==> config.mk <==
export PLATFORM = sky130hd
export DESIGN_NAME = mem_arbiter
export DESIGN_NICKNAME = d
export VERILOG_FILES = /design/src/rtl/mem_arbiter.sv
export SDC_FILE = /design/constraint.sdc
export NUM_CORES = 1
export LEC_CHECK = 0
export ABC_CLOCK_PERIOD_IN_PS = 4700
export BUFFER_PORTS_ARGS = -buffer_cell sky130_fd_sc_hd__buf_2
export CORE_ASPECT_RATIO = 0.8
export CORE_MARGIN = 2
export CORE_UTILIZATION = 45
export DETAILED_ROUTE_END_ITERATION = 10
export PLACE_DENSITY = 0.77
export SYNTH_ARGS = -nofsm -noshare
export SYNTH_HDL_FRONTEND = slang
export SYNTH_SLANG_ARGS = --single-unit
==> constraint.sdc <==
create_clock -name clk -period 4.7 [get_ports clk]
set_clock_uncertainty 0.1 [all_clocks]
set_input_delay 0.47 -clock clk [delete_from_list [all_inputs] [get_ports clk]]
set_output_delay 0.47 -clock clk [all_outputs]
set_load 0.02 [all_outputs]
==> src/rtl/mem_arbiter.sv <==
`default_nettype none
// ----------------------------------------------------------------------------
// mem_arbiter: shares one single-port memory between fetch and data requesters
// Revision: 1.0
// ----------------------------------------------------------------------------
module mem_arbiter #(
    parameter int AW         = 16,
    parameter int DW         = 32,
    parameter int MEM_LAT    = 1,
    parameter int STARVE_MAX = 4
) (
    input  logic          clk,
    input  logic          rst_f,
    input  logic          if_req,
    input  logic [AW-1:0] if_addr,
    output logic          if_gnt,
    output logic [DW-1:0] if_rdata,
    output logic          if_valid,
    input  logic          dm_req,
    input  logic          dm_we,
    input  logic [AW-1:0] dm_addr,
    input  logic [DW-1:0] dm_wdata,
    output logic          dm_gnt,
    output logic [DW-1:0] dm_rdata,
    output logic          dm_valid,
    output logic          mem_en,
    output logic          mem_we,
    output logic [AW-1:0] mem_addr,
    output logic [DW-1:0] mem_wdata,
    input  logic [DW-1:0] mem_rdata,
    output logic          busy
);

    localparam int c_WAIT_W   = (MEM_LAT > 1) ? $clog2(MEM_LAT) : 1;
    localparam int c_STARVE_W = $clog2(STARVE_MAX + 1);
    localparam logic [c_WAIT_W-1:0]   c_WAIT_LOAD = c_WAIT_W'(MEM_LAT - 1);
    localparam logic [c_STARVE_W-1:0] c_SMAX      = c_STARVE_W'(STARVE_MAX);

    typedef enum logic [1:0] {
        S_IDLE  = 2'd0,
        S_ISSUE = 2'd1,
        S_WAIT  = 2'd2,
        S_RESP  = 2'd3
    } state_t;

    state_t                r_state;
    logic                  r_owner_dm;
    logic [c_WAIT_W-1:0]   r_wait_cnt;
    logic [c_STARVE_W-1:0] r_starve_cnt;

    logic w_if_forced;
    logic w_dm_wins;

    // Fetch overrides data only once it has lost STARVE_MAX times in a row.
    assign w_if_forced = if_req && (r_starve_cnt == c_SMAX);
    assign w_dm_wins   = dm_req && !w_if_forced;

    always_ff @(posedge clk or posedge rst_f) begin
        if (rst_f) begin
            r_state      <= S_IDLE;
            r_owner_dm   <= 1'b0;
            r_wait_cnt   <= '0;
            r_starve_cnt <= '0;
            if_gnt       <= 1'b0;
            if_rdata     <= '0;
            if_valid     <= 1'b0;
            dm_gnt       <= 1'b0;
            dm_rdata     <= '0;
            dm_valid     <= 1'b0;
            mem_en       <= 1'b0;
            mem_we       <= 1'b0;
            mem_addr     <= '0;
            mem_wdata    <= '0;
            busy         <= 1'b0;
        end else begin
            mem_en   <= 1'b0;
            if_gnt   <= 1'b0;
            dm_gnt   <= 1'b0;
            if_valid <= 1'b0;
            dm_valid <= 1'b0;
            case (r_state)
                S_IDLE: begin
                    if (dm_req || if_req) begin
                        r_state <= S_ISSUE;
                        busy    <= 1'b1;
                        mem_en  <= 1'b1;
                        if (w_dm_wins) begin
                            r_owner_dm <= 1'b1;
                            mem_addr   <= dm_addr;
                            mem_we     <= dm_we;
                            mem_wdata  <= dm_wdata;
                            dm_gnt     <= 1'b1;
                            if (if_req && (r_starve_cnt != c_SMAX))
                                r_starve_cnt <= r_starve_cnt + 1'b1;
                        end else begin
                            r_owner_dm   <= 1'b0;
                            mem_addr     <= if_addr;
                            mem_we       <= 1'b0;
                            mem_wdata    <= '0;
                            if_gnt       <= 1'b1;
                            r_starve_cnt <= '0;
                        end
                    end
                end
                S_ISSUE: begin
                    r_wait_cnt <= c_WAIT_LOAD;
                    r_state    <= S_WAIT;
                end
                S_WAIT: begin
                    if (r_wait_cnt == '0) begin
                        r_state <= S_RESP;
                        if (r_owner_dm) begin
                            dm_valid <= 1'b1;
                            if (!mem_we)
                                dm_rdata <= mem_rdata;
                        end else begin
                            if_valid <= 1'b1;
                            if_rdata <= mem_rdata;
                        end
                    end else begin
                        r_wait_cnt <= r_wait_cnt - 1'b1;
                    end
                end
                S_RESP: begin
                    // Requests are deliberately ignored here so a held req cannot re-arbitrate.
                    busy    <= 1'b0;
                    r_state <= S_IDLE;
                end
                default: r_state <= S_IDLE;
            endcase
        end
    end

endmodule
`default_nettype wire
==> impl_results.md <==
- Drt initial violations: 250
- Area of the core: 10800 µm²
- WL final: 11600 µm
- Metal3 WL: 911 µm
- Syn Nets: 455
- Hold buffer count at CTS: 0
- Min-delay worst type: in -> async
- Mean routed wirelength per cell: between 15 and 20 µm
- FMAX: 363 MHz
- Clk slew on worst S/H paths: approximately 0.06 ns
- Die H: 97.4 µm
- Number of diodes: 0
- Initial antenna violation count: 0
- CTS buffer count: 17
- Area delta synth->final: 35.8%
- Largest net degree at the start of global routing: just under 80
- Postcts setup bufs: 0
- Netlist cell types: 29
- LEAKAGE: ~3.3 nW
- Vias in the first global route: 3633
- GP Congestion: 0.808
- # setup viols final: 0
- Met2 WL: 5650 µm
- Worst Path Max Fanout: 32
- Vias per std cell: just over 5
- Crit. End Element: flip-flop
- Gr ovfl total: 0
- Status: finished, final reports clean
- Yosys reg bits: 125
- Least-Margin Pin Slew: roughly 0.96 ns
- Antenna-violating nets left: 0
- Max Cap Viol: 0
- Syn. warnings: 0
- DIE AREA: ~12000 µm²
- FILL cells: 866
- Crit path kind: reg -> reg
- Mapped Cells: 348
- Final hold violations: 0
- Effective utilization at floorplan: 0.456
- DP Worst Slack: between 2 and 2.5 ns
- Total negative slack: 0 ns
- CTS tree: built
- Post_cts resized: 0
- DRT Pass-1 Iters: 4
- Global-route wire length before repair: approximately 18000 µm
- Cell area after synthesis: a little under 5000 µm²
- Site Rows: 34
- Final Slew Violations: 0
- # port buffers: around 220
- Vias after detailed routing: 3641
- CTS sink count: 125
- Data arrival time of the critical path: ~3.0 ns
- Die X: ~120 µm
- Nets: roughly 670
- Clk buf depth: 2
- I/O Pins: between 200 and 250
- Startpoint Class: flip-flop
- Avg Cell Area, Syn: 14.1 µm²
- DRC violations left: 0
- Gr usage total: 0.202
- Seq/Total Area, Yosys: 0.638
- Placed Area: 6060 µm²
- RSZ-0062 raised after global routing: no
- Cell area after layout: 6660 µm²
- Top Metal Used: met4
- Met1 wire length: 4920 µm
- VDD IR max: around 0.35 mV
- H-tree depth: 4
- Clk Latency, worst-skew pair: 0.41 ns
- Worst R2R Setup Slack: 1.95 ns
- Slew margin rel.: 0.358
- Share of cells above drive strength 1: 0.560
- Worst setup margin: 1.95 ns
- Clock Tree Root: clkbuf_16
- Period Utilization, post-route: 0.585
- Critical path required time: between 4 and 5 ns
- HPWL Detailed: 8050 µm
- Worst Reg-to-Reg Cells: 7
- Pwr Density: 808 nW/µm²
- Period minus WS final: 2.75 ns
metal layers:
| layer | global-route usage | up-vias |
|---|---|---|
| li1 | - | 1684 |
| met4 | 0.0662 | 0 |
| met3 | 0.0634 | 12 |
| met1 | 0.259 | 1777 |
| met2 | 0.326 | 168 |
| met5 | 0 | - |
power by group:
part / leakage, nW / internal, mW / switching [mW]
Combinational: 1.52 / 0.909 / 1.30
Clock: 0.292 / 0.856 / 0.456
Sequential: 1.52 / 1.60 / 0.268
Total: 3.34 / 3.36 / 2.02
cell usage after synthesis, drive strengths merged:
master | n | area share
dfrtp | 125 | 0.64
mux2 | 65 | 0.15
nand2 | 32 | 0.024
a22o | 31 | 0.055
buf | 20 | 0.030
nand4 | 15 | 0.019
o211ai | 13 | 0.020
o21ai | 7 | 0.0079
ha | 6 | 0.015
inv | 6 | 0.0046
and2 | 5 | 0.0069
clkbuf | 5 | 0.0041
nand3 | 4 | 0.0051
a21oi | 3 | 0.0031
a221o | 3 | 0.0061
nor3b | 2 | 0.0031
a21o | 1 | 0.0015
and3 | 1 | 0.0023
nand2b | 1 | 0.0013
nor2 | 1 | 0.00076
nor2b | 1 | 0.0013
nor3 | 1 | 0.0010
through the flow:
stage / cells / utilization / hold slack [ns] / total power [mW]
floorplan: 348 / - / 0.364 / 3.37
global placement: 690 / 0.563 / 0.373 / 4.02
detailed placement: 690 / 0.563 / 0.381 / 4.11
CTS: 721 / 0.619 / 0.157 / 5.44
global route: 721 / 0.619 / 0.170 / 5.68
finish: 721 / 0.619 / 0.140 / 5.38
sequential cells by signal, indices dropped and copies added (netlist names):
signal / flops
if_rdata: 32
mem_addr: 16
mem_we: 1
dm_rdata: 32
if_gnt: 1
r_owner_dm: 1
r_state: 2
mem_en: 1
dm_gnt: 1
mem_wdata: 32
r_starve_cnt: 3
if_valid: 1
dm_valid: 1
busy: 1
kinds of logic (layout without fill, tap and decap cells):
logic type | after synthesis | in the layout | synth area share
and+or+nand+nor | 63 | 63 | 0.0653
DFF | 125 | 125 | 0.638
muxes | 65 | 65 | 0.149
buffers and inverters | 31 | 260 | 0.0385
adders and majority gates | 6 | 6 | 0.0153
AOI/OAI and AO/OA | 58 | 58 | 0.0939
critical path: stages, from the launching register on:
cell and delay, ns:
dfrtp_1 0.39, inv_1 0.13, ha_1 0.67, o21ai_4 0.32, buf_4 0.34, inv_1 0.39, nand2_1 0.12, o211ai_1 0.17
final timing paths:
kind	startpoint	to
worst min register to register	mem_addr[0]	mem_addr[0]
min in group clk	dm_wdata[6]	mem_wdata[6]
worst max-delay path	r_state[0]	mem_addr[11]
worst max register to register	r_state[0]	mem_addr[11]
max in group asynchronous	rst_f	if_rdata[15]
worst min-delay path	rst_f	mem_wdata[5]
layout by cell type, fill, tap and decap left out, types with 2 or more instances in the layout:
cell type   count
buf_2         219
dfrtp_1       125
mux2_2         64
nand2_1        32
a22o_1         31
clkbuf_16      17
nand4_1        15
o211ai_1       13
o21ai_0         6
ha_1            6
inv_1           5
and2_1          4
clkinv_2        4
buf_4           4
nand3_1         3
a21oi_1         3
a221o_1         3
bufinv_16       3
nor3b_1         2
clkbuf_8        2
clkinvlp_4      2
clkinv_4        2
cell type report:
cell class	count	area (µm²)	share of cell area
clock buffers	20	457	0.0686
flip-flops and latches	125	3130	0.470
well taps	144	180	0.0270
repair buffers	223	1130	0.169
clock inverters	11	143	0.0214
multi-input cells	192	1600	0.241
inverters	6	25.0	0.00376
Power figures use the tool's default switching activity.
